File: src/rtl/ps2_pkg.sv
// Shared PS/2 host definitions: controller states, frame geometry and the
// odd-parity helper used by both the receive check and the transmit frame.
package ps2_pkg;

   typedef enum logic [2:0] {
      IDLE,
      RX,
      TX_INH,
      TX_START,
      TX_BITS,
      TX_ACK,
      TX_WAIT
   } ps2_state_e;

   // start + 8 data + parity + stop (+ device ACK slot on transmit)
   localparam int FRAME_BITS = 11;

   // Bit that makes the ones-count over data+parity odd.
   function automatic logic odd_parity(input logic [7:0] d);
      return ~^d;
   endfunction

endpackage

File: src/rtl/ps2_sync.sv
// Two-flop synchronizer for one open-collector PS/2 line plus a falling-edge
// detector on the synchronized level; lines idle high, so reset loads ones.
module ps2_sync
   import ps2_pkg::*;
(
   input  logic clk_sys,
   input  logic reset,
   input  logic line,
   output logic level,
   output logic fall
);

   logic meta;
   logic sync;
   logic prev;

   always_ff @(posedge clk_sys) begin
      if (reset) begin
         meta <= 1'b1;
         sync <= 1'b1;
         prev <= 1'b1;
      end else begin
         meta <= line;
         sync <= meta;
         prev <= sync;
      end
   end

   assign level = sync;
   assign fall  = prev & ~sync;

endmodule

File: src/rtl/ps2_host.sv
// PS/2 host controller: receives device frames and, when PS2_HOST_TX_EN is
// defined, sends command bytes using the inhibit / request-to-send sequence.
module ps2_host
   import ps2_pkg::*;
#(
   parameter int INHIBIT_CYC = 2000,
   parameter int TIMEOUT_CYC = 40000
)
(
   input  logic       clk_sys,
   input  logic       reset,
   input  logic       ps2_clk_in,
   input  logic       ps2_dat_in,
   output logic       ps2_clk_out,
   output logic       ps2_dat_out,
   output logic [7:0] rx_data,
   output logic       rx_strobe,
   output logic       rx_error,
   input  logic [7:0] tx_data,
   input  logic       tx_req,
   output logic       tx_busy,
   output logic       tx_ack,
   output logic       tx_err
);

   localparam int WD_W = $clog2(TIMEOUT_CYC + 1);
   localparam int IN_W = $clog2(INHIBIT_CYC + 1);
   // Edge index (0-based, after the start bit) carrying the stop bit.
   localparam logic [3:0] LAST_EDGE = 4'(FRAME_BITS - 2);

   logic clk_q;
   logic clk_fall;
   logic dat_q;
   logic dat_fall_unused;

   ps2_sync u_sync_clk (
      .clk_sys (clk_sys),
      .reset   (reset),
      .line    (ps2_clk_in),
      .level   (clk_q),
      .fall    (clk_fall)
   );

   ps2_sync u_sync_dat (
      .clk_sys (clk_sys),
      .reset   (reset),
      .line    (ps2_dat_in),
      .level   (dat_q),
      .fall    (dat_fall_unused)
   );

   ps2_state_e      state, state_n;
   logic [3:0]      bit_cnt, bit_cnt_n;
   logic [8:0]      rx_shift, rx_shift_n;
   logic [8:0]      tx_frame, tx_frame_n;
   logic [WD_W-1:0] wdog, wdog_n;
   logic [IN_W-1:0] inh_cnt, inh_cnt_n;
   logic [7:0]      rx_data_q, rx_data_n;
   logic            rx_strobe_q, rx_strobe_n;
   logic            rx_error_q, rx_error_n;
   logic            clk_out_q, clk_out_n;
   logic            dat_out_q, dat_out_n;
   logic            tx_busy_q, tx_busy_n;
   logic            tx_ack_q, tx_ack_n;
   logic            tx_err_q, tx_err_n;
   logic            wd_active;
   logic            timeout;

   // wdog holds the number of cycles elapsed since the cycle the edge was seen,
   // so the abort pulse lands exactly TIMEOUT_CYC cycles after that edge.
   assign wd_active = state inside {RX, TX_START, TX_BITS, TX_ACK};
   assign timeout   = wd_active && !clk_fall && (wdog == WD_W'(TIMEOUT_CYC - 1));

   always_comb begin
      state_n     = state;
      bit_cnt_n   = bit_cnt;
      rx_shift_n  = rx_shift;
      tx_frame_n  = tx_frame;
      inh_cnt_n   = inh_cnt;
      rx_data_n   = rx_data_q;
      rx_strobe_n = 1'b0;
      rx_error_n  = 1'b0;
      clk_out_n   = clk_out_q;
      dat_out_n   = dat_out_q;
      tx_busy_n   = tx_busy_q;
      tx_ack_n    = 1'b0;
      tx_err_n    = 1'b0;

      if (clk_fall) begin
         wdog_n = WD_W'(1);
      end else if (wd_active) begin
         wdog_n = wdog + WD_W'(1);
      end else begin
         wdog_n = '0;
      end

      if (timeout) begin
         state_n   = IDLE;
         clk_out_n = 1'b1;
         dat_out_n = 1'b1;
         if (state == RX) begin
            rx_error_n = 1'b1;
         end else begin
            tx_err_n  = 1'b1;
            tx_busy_n = 1'b0;
         end
      end else begin
         case (state)
            IDLE: begin
`ifdef PS2_HOST_TX_EN
               if (tx_req) begin
                  state_n    = TX_INH;
                  tx_frame_n = {odd_parity(tx_data), tx_data};
                  tx_busy_n  = 1'b1;
                  clk_out_n  = 1'b0;
                  dat_out_n  = 1'b1;
                  inh_cnt_n  = IN_W'(1);
               end else
`endif
               if (clk_fall && !dat_q) begin
                  state_n   = RX;
                  bit_cnt_n = 4'd0;
               end
            end

            RX: begin
               if (clk_fall) begin
                  if (bit_cnt == LAST_EDGE) begin
                     state_n = IDLE;
                     if (dat_q && (rx_shift[8] == odd_parity(rx_shift[7:0]))) begin
                        rx_data_n   = rx_shift[7:0];
                        rx_strobe_n = 1'b1;
                     end else begin
                        rx_error_n = 1'b1;
                     end
                  end else begin
                     // Data bits then parity arrive LSB first; parity ends up in bit 8.
                     rx_shift_n = {dat_q, rx_shift[8:1]};
                     bit_cnt_n  = bit_cnt + 4'd1;
                  end
               end
            end

`ifdef PS2_HOST_TX_EN
            TX_INH: begin
               // Data drops in the last inhibit cycle so the clock is low INHIBIT_CYC cycles.
               if (inh_cnt == IN_W'(INHIBIT_CYC - 1)) begin
                  state_n   = TX_START;
                  dat_out_n = 1'b0;
               end else begin
                  inh_cnt_n = inh_cnt + IN_W'(1);
               end
            end

            TX_START: begin
               clk_out_n = 1'b1;
               bit_cnt_n = 4'd0;
               state_n   = TX_BITS;
            end

            TX_BITS: begin
               if (clk_fall) begin
                  // Ones shift in behind the frame, so edge 10 drives the stop/release level.
                  dat_out_n  = tx_frame[0];
                  tx_frame_n = {1'b1, tx_frame[8:1]};
                  if (bit_cnt == LAST_EDGE) begin
                     state_n = TX_ACK;
                  end else begin
                     bit_cnt_n = bit_cnt + 4'd1;
                  end
               end
            end

            TX_ACK: begin
               if (clk_fall) begin
                  if (!dat_q) begin
                     tx_ack_n = 1'b1;
                  end else begin
                     tx_err_n = 1'b1;
                  end
                  state_n = TX_WAIT;
               end
            end

            TX_WAIT: begin
               if (clk_q && dat_q) begin
                  state_n   = IDLE;
                  tx_busy_n = 1'b0;
               end
            end
`endif

            default: begin
               state_n = IDLE;
            end
         endcase
      end
   end

   always_ff @(posedge clk_sys) begin
      if (reset) begin
         state       <= IDLE;
         bit_cnt     <= 4'd0;
         rx_shift    <= 9'd0;
         tx_frame    <= 9'd0;
         wdog        <= '0;
         inh_cnt     <= '0;
         rx_data_q   <= 8'h00;
         rx_strobe_q <= 1'b0;
         rx_error_q  <= 1'b0;
         clk_out_q   <= 1'b1;
         dat_out_q   <= 1'b1;
         tx_busy_q   <= 1'b0;
         tx_ack_q    <= 1'b0;
         tx_err_q    <= 1'b0;
      end else begin
         state       <= state_n;
         bit_cnt     <= bit_cnt_n;
         rx_shift    <= rx_shift_n;
         tx_frame    <= tx_frame_n;
         wdog        <= wdog_n;
         inh_cnt     <= inh_cnt_n;
         rx_data_q   <= rx_data_n;
         rx_strobe_q <= rx_strobe_n;
         rx_error_q  <= rx_error_n;
         clk_out_q   <= clk_out_n;
         dat_out_q   <= dat_out_n;
         tx_busy_q   <= tx_busy_n;
         tx_ack_q    <= tx_ack_n;
         tx_err_q    <= tx_err_n;
      end
   end

   assign rx_data   = rx_data_q;
   assign rx_strobe = rx_strobe_q;
   assign rx_error  = rx_error_q;

`ifdef PS2_HOST_TX_EN
   assign ps2_clk_out = clk_out_q;
   assign ps2_dat_out = dat_out_q;
   assign tx_busy     = tx_busy_q;
   assign tx_ack      = tx_ack_q;
   assign tx_err      = tx_err_q;
`else
   // Receive-only build: the host never drives the bus.
   logic unused_tx;
   assign unused_tx = ^{tx_req, tx_data, clk_q, clk_out_q, dat_out_q,
                        tx_busy_q, tx_ack_q, tx_err_q, tx_frame, inh_cnt};

   assign ps2_clk_out = 1'b1;
   assign ps2_dat_out = 1'b1;
   assign tx_busy     = 1'b0;
   assign tx_ack      = 1'b0;
   assign tx_err      = 1'b0;
`endif

endmodule

File: config.mk
export PLATFORM = sky130hd
export DESIGN_NAME = ps2_host
export DESIGN_NICKNAME = d
export VERILOG_FILES = /design/src/rtl/ps2_pkg.sv /design/src/rtl/ps2_sync.sv /design/src/rtl/ps2_host.sv
export SDC_FILE = /design/constraint.sdc
export NUM_CORES = 1
export LEC_CHECK = 0
export ABC_AREA = 1
export CAP_MARGIN = 30
export CORE_AREA = 8 8 95 54
export DETAILED_ROUTE_END_ITERATION = 10
export DIE_AREA = 0 0 103 62
export GPL_ROUTABILITY_DRIVEN = 0
export PLACE_DENSITY = 0.92
export REMOVE_ABC_BUFFERS = 1
export SLEW_MARGIN = 15
export SYNTH_ARGS = -nofsm -noshare
export SYNTH_HDL_FRONTEND = slang
export SYNTH_HIERARCHICAL = 1
export SYNTH_SLANG_ARGS = --single-unit
File: constraint.sdc
create_clock -name clk_sys -period 3.8 [get_ports clk_sys]
set_input_delay 0.95 -clock clk_sys [delete_from_list [all_inputs] [get_ports clk_sys]]
set_output_delay 0.95 -clock clk_sys [all_outputs]
set_load 0.005 [all_outputs]
Word level (Yosys, flattened, before mapping)
Index checks and enable logic that the tools add are counted.
{"block": "word_totals", "register_bits": 47, "out_inout_bits": 15}
{"block": "classes", "addsub": 2, "mux": 17, "bitwise_logic": 7, "n_reduce_logical": 17, "eq_ne": 11}
{"cell": "16-bit by 1-bit adder with 16-bit output (second input constant)", "n": 1}
{"cell": "16-bit == test (second input constant)", "n": 1}
{"cell": "4-bit two-way mux", "n": 3}
{"cell": "5-bit AND reduction", "n": 2}
{"cell": "1-bit two-way mux", "n": 9}
{"cell": "3-bit two-way mux", "n": 3}
{"cell": "4-bit case mux with 2 select lines", "n": 1}
{"cell": "8-bit XNOR reduction", "n": 1}
{"cell": "3-bit == test (second input constant)", "n": 2}
{"cell": "2-bit != test (second input constant)", "n": 3}
{"cell": "1-bit NOT", "n": 6}
{"cell": "3-bit case mux with 2 select lines", "n": 1}
{"cell": "5-bit OR reduction", "n": 1}
{"cell": "4-bit by 1-bit adder with 4-bit output (second input constant)", "n": 1}
{"cell": "4-bit == test (second input constant)", "n": 1}
{"cell": "1-bit logical AND", "n": 4}
{"cell": "4-bit AND reduction", "n": 1}
{"cell": "4-bit nonzero test", "n": 1}
{"cell": "3-bit by 1-bit == test with 1-bit output (second input constant)", "n": 1}
{"cell": "3-bit by 2-bit == test with 1-bit output (second input constant)", "n": 1}
{"cell": "3-bit zero test", "n": 1}
{"cell": "3-bit AND reduction", "n": 1}
{"cell": "3-bit OR reduction", "n": 1}
{"cell": "1-bit zero test", "n": 2}
{"cell": "5 further kinds", "n": 5}

Logic depth before layout (Yosys ltp)
Gate-level depths: netlist of the first run.
{"block": "depth", "depth_word": 8, "mapped_depth": 12, "mapped_depth_nobuf": 12}

Cells and area by module
The synthesis of the first run kept the hierarchy.
{"mod": "ps2_host", "area_each_um2": 1938.1, "seq_area_each_um2": 800.8, "n_inst": 1, "cells_per_inst": 275}
{"mod": "ps2_sync", "area_each_um2": 93.8, "seq_area_each_um2": 60.1, "n_inst": 2, "cells_per_inst": 12}

Least setup slack after synthesis of the first run
No wires, ideal clock.
{"block": "synth_timing", "path_type": "input-to-reg", "from": "in reset", "to": "reg rx_shift[6]", "arrival_ns": 1.713, "setup_ns": 0.070, "cell_stages": 5, "required_ns": 3.730, "setup_slack_ns": 2.017, "n_path_buf": 2, "cell_sequence": "inv_1 -> clkbuf_1 -> clkbuf_1 -> o21ai_0 -> a21oi_1"}
{"item": "start: declaration", "line_no": "ps2_host.sv:11", "source": "input logic reset,"}
{"item": "end signal: assignment", "line_no": "ps2_host.sv:219", "source": "rx_shift <= rx_shift_n;"}
{"item": "end: declaration", "line_no": "ps2_host.sv:54", "source": "logic [8:0] rx_shift, rx_shift_n;"}

Worst setup path after layout of the first run
{"block": "layout_timing", "from": "in reset", "to": "reg wdog[7]"}
{"block": "layout_via", "elab_chain_cells": 1}
{"item": "3-bit OR reduction (no line)"}
{"item": "end signal: assignment", "line_no": "ps2_host.sv:221", "source": "wdog <= wdog_n;"}
{"item": "end: declaration", "line_no": "ps2_host.sv:56", "source": "logic [WD_W-1:0] wdog, wdog_n;"}
No other way between the ends.
A chain may end at the register's enable or synchronous reset.

==> results of run 1 <==
[power groups by stage]
stage / clock network, mW / registers [mW] / logic, mW
after floorplan: 0 / 0.488 / 0.0157
after global placement: 0 / 0.488 / 0.0223
after detailed placement: 0 / 0.489 / 0.0231
after CTS: 0.380 / 0.477 / 0.0231
after global routing: 0.398 / 0.478 / 0.0273
final: 0.368 / 0.477 / 0.0233
[final timing paths]
path                                            startpoint                           to  cells after the start
worst max-delay path                                 reset           wdog[7]$_SDFF_PP0_                      6
worst min-delay path            u_sync_dat/meta$_SDFF_PP1_  u_sync_dat/level$_SDFF_PP1_                      2
worst max register to register     bit_cnt[1]$_SDFFE_PP0P_      bit_cnt[2]$_SDFFE_PP0P_                      8
worst min register to register  u_sync_dat/meta$_SDFF_PP1_  u_sync_dat/level$_SDFF_PP1_                      2
[layout make-up]
type                       instances  share of cell area, %
tap                               54                  2.872
clock inverter                     1                  1.277
clock buffer                       7                  3.670
multi-input combinational        202                  42.13
inverter                          39                  6.223
sequential                        45                  38.30
timing repair buffer              13                  5.532
[registers in the layout (all words and copies together) (netlist names), 4 cells and up]
name / count
rx_shift: 9
rx_data: 8
bit_cnt: 4
wdog: 16
[metrics by stage]
step | util, % | worst slack, ns
after detailed placement | 59.41 | 0.9757
final | 62.50 | 1.294
after global placement | 59.41 | 1.012
after global routing | 62.50 | 1.123
after CTS | 62.50 | 1.308
after floorplan | - | 1.950
[placed cells by master (no fill, tap or decap)]
cell type	count
sky130_fd_sc_hd__nand3_1	11
sky130_fd_sc_hd__nor2_2	4
sky130_fd_sc_hd__ha_1	3
sky130_fd_sc_hd__nand2_1	68
sky130_fd_sc_hd__or3_1	1
sky130_fd_sc_hd__a21oi_1	25
sky130_fd_sc_hd__clkdlybuf4s50_1	13
sky130_fd_sc_hd__a31oi_1	2
sky130_fd_sc_hd__o21a_1	2
sky130_fd_sc_hd__nor3_1	4
sky130_fd_sc_hd__inv_2	6
sky130_fd_sc_hd__nor3b_1	1
sky130_fd_sc_hd__nor2_1	33
sky130_fd_sc_hd__nand4_2	1
sky130_fd_sc_hd__a211oi_1	1
sky130_fd_sc_hd__o21ai_0	17
sky130_fd_sc_hd__bufinv_16	1
sky130_fd_sc_hd__clkbuf_1	1
sky130_fd_sc_hd__dfxtp_1	45
sky130_fd_sc_hd__nor4_1	2
sky130_fd_sc_hd__clkbuf_8	6
sky130_fd_sc_hd__nor2_8	1
sky130_fd_sc_hd__or2_2	1
sky130_fd_sc_hd__xor2_1	1
sky130_fd_sc_hd__nand3b_1	1
sky130_fd_sc_hd__or2_0	1
sky130_fd_sc_hd__nand4_1	10
sky130_fd_sc_hd__and3_1	1
sky130_fd_sc_hd__conb_1	5
sky130_fd_sc_hd__nand3_4	1
sky130_fd_sc_hd__nor2_4	1
sky130_fd_sc_hd__nand2_2	4
sky130_fd_sc_hd__inv_1	33
[worst max-delay path, cell delays in order]
cell and delay [ns]:
sky130_fd_sc_hd__clkdlybuf4s50_1 0.50, sky130_fd_sc_hd__inv_1 0.46, sky130_fd_sc_hd__nand2_1 0.38, sky130_fd_sc_hd__inv_1 0.22, sky130_fd_sc_hd__o21ai_0 0.11, sky130_fd_sc_hd__a21oi_1 0.11
[per-layer routing]
| layer | track usage (%) | share of wire (%) | wire length, µm | vias to the layer above |
|---|---|---|---|---|
| li1 | - | - | - | 961 |
| met1 | 19.09 | 51 | 2104 | 785 |
| met2 | 21.70 | 39 | 1599 | 55 |
| met3 | 4.444 | 8.3 | 343 | 8 |
| met4 | 6.517 | 1.5 | 61 | 0 |
| met5 | 0 | 0 | 0 | - |
==> run summary, run 1 <==
The count of input and output buffers is 13. The post-layout instance count excluding filler cells came out at 361. In the final layout, the multi-input gates occupy 991.0 µm².

The part of the cycle the worst path needs is 65.94%. The number of fillers in the final layout came out at 341. The routed layout has 1809 vias. The data required time at the worst endpoint is 4.03 ns. The number of maximum-capacitance constraint violations is 0. The clock tree buffer depth came out at 2. The instance area at placement came out at 2236 µm². The number of global-route vias before repair is 1601. Along the worst path, the maximum fanout reaches 20. The overall die width is 103 µm.

The achievable clock frequency is 399.1 MHz. Setup total negative slack on the finished layout was measured at 0 ns. The total of warnings raised by yosys came out at 6. The number of antenna diodes in the final layout is 0.

The post-DP HPWL came out at 3.132 mm. For this run, the total global-route usage over all layers was measured as 14.57%. The sequential standard cell area came out at 900.9 µm².

The number of vias per cell came out at 5.011. The worst hold slack after final layout is 0.4100 ns. The detailed router finished its first iteration with 140 violations. The post-cts resize count is 0. The finished layout cell area came out at 2352 µm².

The number of clock buffers added by TritonCTS is 5. The worst setup path is captured at a flip-flop. The cell count after placement came out at 353. Setup repair after global routing left no endpoint under its margin. The area inside the core boundary came out at 3764 µm². CTS placed an instance of sky130_fd_sc_hd__clkbuf_8 at the clock tree root.

The static leakage power came out at 0.9626 nW. The data arrival at the endpoint of the critical path came out at 2.74 ns. Row generation in the floorplan step produced 16 rows. The antenna violation net count after detailed routing is 0. The final setup skew came out at 0.005240 ns. The overall power of the completed layout came out at 869.0 µW. The final count of pins violating max slew came out at 0. The remaining design rule violation count came out at 0. The clock period minus worst slack is 2.506 ns. The floorplan die area came out at 6386 µm².

The die boundary height came out at 62 µm. For the pin with the worst max-slew slack, the measured transition is 0.6481 ns. For this design the top-level I/O count stands at 28. Each instance of the synthesized netlist takes up on average 7.111 µm².

VDD sags by at most 0.1951 mV. The fraction of final layout cells with drive strength greater than 1 came out at 8.469%. The initial utilization of the core area, before any placement, comes to 55.55%. In this run the power density over the cells is 369.4 nW/µm². The number of failing setup endpoints in the final timing report is 0.

The relative slew slack is 56.67%. The depth of the CTS H-tree is 2. Counting every sink on the clock net gives 45. In this run, the combinational gates consume 2.7% of the power. The final count of hold timing violations is 0. The area added between synthesis and finish is 12.51%.

The setup check on the worst reg-to-reg path leaves a slack of 1.80 ns. The critical setup path kind is in2reg. The maximum number of pins on one net before global-route repair came out at 21. The sequential group share of total power came out at 54.9%.

The switching share of total power is 19.83%. The synthesized instance count is 294. The clock power share came out at 42.4%. The initial antenna violation count came out at 0. The hold buffer count at cts is 0. The post-synthesis instance area came out at 2091 µm². The first-pass GRT wire length is 7.072 mm.

The remaining global-route overflow came out at 0. The insertion delay to the later sink of the worst-skew pair is 0.30 ns. The average wire per standard cell is 11.38 µm. The post-CTS setup buffer count came out at 0. The clock-pin slew on the worst setup and hold paths came out at 0.08 ns.

The number of nets in the layout came out at 322. The net load switching power came out at 172.3 µW. The cell-internal power is 696.7 µW.

The flow ran to the end, and the final reports show no timing, DRC or antenna violations. The worst setup path is launched from an input port. TritonCTS built the clock tree. Summed over all layers, the routed wires come to 4.109 mm. The classification of the worst-slack hold path is reg2reg.

The iteration count of the initial detailed-routing pass came out at 4.
Power figures use the tool's default switching activity.
==> run 2, diff against run 1 <==
- CORE_AREA: 8 8 95 54 -> 8 8 103 58
- DIE_AREA: 0 0 103 62 -> 0 0 111 66
- PLACE_DENSITY: 0.92 -> 0.83
- clock period: 3.8 -> 2 ns (I/O delays scaled with it)
==> run 2 against run 1 <==
  * Core utilization shrank 11 points
  * Clock power grew 42%
  * Die area grew 15%
  * First-iteration DRC count shrank 14%
  * Clock skew grew 0.0011 ns
  * Largest cell class unchanged
  * Register-to-register slack lost 1.5 ns
  * Routed wire length grew 3.7%
  * Critical path depth shrank 5
  * Total power grew 70%
  * Final area grew 0.43%
  * Critical path type is now reg2out
  * Global-route usage shrank 2.3 points
  * Worst setup slack lost 0.98 ns
==> run summary, run 2 (same netlist as run 1, synthesis figures left out) <==
The count of input and output buffers came out at 13 (unchanged). The via count is 1857 (was 1809). The number of maximum-capacitance constraint violations was 0 (unchanged). The number of vias per cell is 5.005 (was 5.011). The post-cts resize count is 0 (unchanged). The register with the most flip-flops is wdog (unchanged). The data required time at the worst endpoint is 1.50 ns (was 4.03 ns). The number of failing setup endpoints in the final timing report was 0 (unchanged). The antenna violation net count after detailed routing is 0 (unchanged). The worst reg2reg path endpoint is wdog[12]$_SDFF_PP0_ (was bit_cnt[2]$_SDFFE_PP0P_). The clock period minus worst slack is 1.681 ns. The commonest non-fill, non-tap cell in the layout is sky130_fd_sc_hd__nand2_1 (unchanged). The maximum number of pins on one net before global-route repair came to 20 (was 21).

The end of the worst hold path was u_sync_clk/level$_SDFF_PP1_ (was u_sync_dat/level$_SDFF_PP1_). The post-DP HPWL came out at 3.223 mm (was 3.132 mm). The overall power of the completed layout is 1.477 mW (was 869.0 µW).

The area of combinational cells with multiple inputs is 991.0 µm² (unchanged). The kind of cell adding the most delay to the critical path is buffers and inverters (unchanged). The clock-pin slew on the worst setup and hold paths was 0.08 ns (about the same).

The area added between synthesis and finish came out at 12.99% (was 12.51%). The clock tree from TritonCTS is yes (unchanged). The insertion delay to the later sink of the worst-skew pair came out at 0.30 ns (about the same). The post-CTS setup buffer count is 0 (unchanged). The iteration count of the initial detailed-routing pass is 4 (unchanged). The power per cell area came out at 625.3 nW/µm² (was 369.4 nW/µm²). The switching share of total power is 22.11% (was 19.83%). Of the available clock period, the critical path in the final layout requires 84.07%. The first-pass GRT wire length came to 7.431 mm (was 7.072 mm). The total wire length after detailed routing is 4.262 mm (was 4.109 mm).

The number of diodes added for antenna fixing came to 0 (unchanged). The post-layout instance count excluding filler cells came out at 371 (was 361). The clock power share is 35.3% (was 42.4%). The clock tree buffer depth was 2 (unchanged). The critical setup path kind is reg2out (was in2reg). The combinational share of power came to 3.5% (was 2.7%). The fraction of final layout cells with drive strength greater than 1 is 9.968% (was 8.469%). The cell count after placement is 365 (was 353). The area inside the core boundary is 4617 µm² (was 3764 µm²).

The depth of the CTS H-tree is 2 (unchanged). The nature of the critical path endpoint is an output port (was flip-flop). The largest stage delay on the critical path is 0.51 ns (was 0.50 ns). The largest voltage drop on the vdd net is 0.2567 mV (was 0.1951 mV). The number of nets in the layout is 328 (was 322). The buffer and inverter count on the worst path came out at 1 (was 3). The net load switching power came out at 326.6 µW (was 172.3 µW). The buffer cell driving the clock tree root is sky130_fd_sc_hd__clkbuf_8 (unchanged).

The count of routing violations after the opening detailed-route iteration was 120 (was 140). The sequential standard cell area came out at 900.9 µm² (unchanged). The flop-to-flop setup slack came out at 0.33 ns (was 1.80 ns).

The flip-flop count of the largest register, all copies and words added is 16 (unchanged). The static leakage power came out at 0.9717 nW (was 0.9626 nW). The sequential group share of total power is 61.2% (was 54.9%). The die boundary height came to 66 µm (was 62 µm).

The launch instance of the worst min-delay path was u_sync_clk/meta$_SDFF_PP1_ (was u_sync_dat/meta$_SDFF_PP1_). RSZ-0062 raised after global routing: no (unchanged). The master of the slowest instance on the critical path is sky130_fd_sc_hd__clkdlybuf4s50_1 (unchanged). The number of fillers in the final layout is 452 (was 341).

Status: finished, final reports clean (unchanged). The achievable clock frequency came out at 594.7 MHz. The remaining global-route overflow is 0 (unchanged). The classification of the worst-slack hold path is reg2reg (unchanged).

The hold buffer count at cts came out at 0 (unchanged). The clock sink total is 45 (unchanged). Critical path cell sequence: clkdlybuf4s50_1 (was clkdlybuf4s50_1, inv_1, nand2_1, inv_1, o21ai_0, a21oi_1). The startpoint kind of the worst setup timing path was a flip-flop (was input port). Most frequent cells in the layout: sky130_fd_sc_hd__nand2_1 (68), sky130_fd_sc_hd__dfxtp_1 (45), sky130_fd_sc_hd__inv_1 (33), sky130_fd_sc_hd__nor2_1 (33), sky130_fd_sc_hd__a21oi_1 (25) (unchanged). The data arrival at the endpoint of the critical path is 1.18 ns (was 2.74 ns). The overall die width is 111 µm (was 103 µm). The cell depth of the worst hold path is 2 (unchanged). The remaining design rule violation count was 0 (unchanged). The number of CTS-inserted buffers came out at 5 (unchanged). The number of rows in the core area is 18 (was 16). The final count of hold timing violations came to 0 (unchanged). The final count of pins violating max slew came out at 0 (unchanged). The number of global-route vias before repair is 1688 (was 1601). The launching point of the worst reg2reg path is wdog[0]$_SDFF_PP0_ (was bit_cnt[1]$_SDFFE_PP0P_).

The setup total negative slack came out at 0 ns (unchanged). The cell-internal power came to 1.150 mW (was 696.7 µW). The average wire per standard cell is 11.49 µm (was 11.38 µm). The top-level port count is 28 (unchanged).

The global-route usage over all layers came out at 12.27% (was 14.57%). The final setup skew came out at 0.006346 ns (was 0.005240 ns). The depth of the most critical reg-to-reg path came out at 8 (unchanged).

The maximum fanout count along the critical path is 2 (was 20). The initial cell density of the core is 45.28% (was 55.55%). The initial antenna violation count came to 0 (unchanged). The floorplan die area came out at 7326 µm² (was 6386 µm²).
-- run 2: area by class of cell --
type / instances / share of cell area, %
multi-input cells: 202 / 41.95
flip-flops and latches: 45 / 38.14
repair buffers: 19 / 7.415
inverters: 39 / 6.197
well taps: 60 / 3.178
clock buffers: 5 / 2.913
clock inverters: 1 / 0.2119
-- run 2: how the worst max path moves through the flow --
stage	startpoint	endpoint	slack (ns)	depth (start not counted)
6_report	rx_data[7]$_SDFFE_PP0P_	rx_data[7]	0.32	1
5_1_grt	wdog[0]$_SDFF_PP0_	wdog[12]$_SDFF_PP0_	0.19	8
3_3_place_gp	reset	wdog[3]$_SDFF_PP0_	0.31	6
2_1_floorplan	bit_cnt[1]$_SDFFE_PP0P_	bit_cnt[3]$_SDFFE_PP0P_	0.41	7
3_5_place_dp	reset	bit_cnt[3]$_SDFFE_PP0P_	0.26	5
4_1_cts	rx_data[7]$_SDFFE_PP0P_	rx_data[7]	0.33	1
-- run 2: metrics by stage --
step	setup slack [ns]	hold WS, ns	instance area [µm²]	util [%]
after floorplan	0.4052	0.3795	2038	-
after global placement	0.3108	0.3835	2288	49.57
after detailed placement	0.2582	0.3857	2288	49.57
after CTS	0.3264	0.4053	2362	51.17
after global routing	0.1860	0.4523	2362	51.17
final	0.3186	0.4027	2362	51.17
-- run 2: per-layer routing --
metal	up-vias	track usage [%]	part of all wire, %
li1	966	-	-
met1	836	15.31	51
met2	43	18.54	41
met3	12	4.348	5.7
met4	0	6.177	2.2
met5	-	0	0
-- run 2: power by group through the flow --
stage                     clock, mW  sequential, mW  combinational [mW]
final                         0.521           0.904              0.0518
after global routing          0.585           0.905              0.0598
after CTS                     0.541           0.904              0.0516
after detailed placement          0           0.925              0.0513
after global placement            0           0.925              0.0494
after floorplan                   0           0.927              0.0299
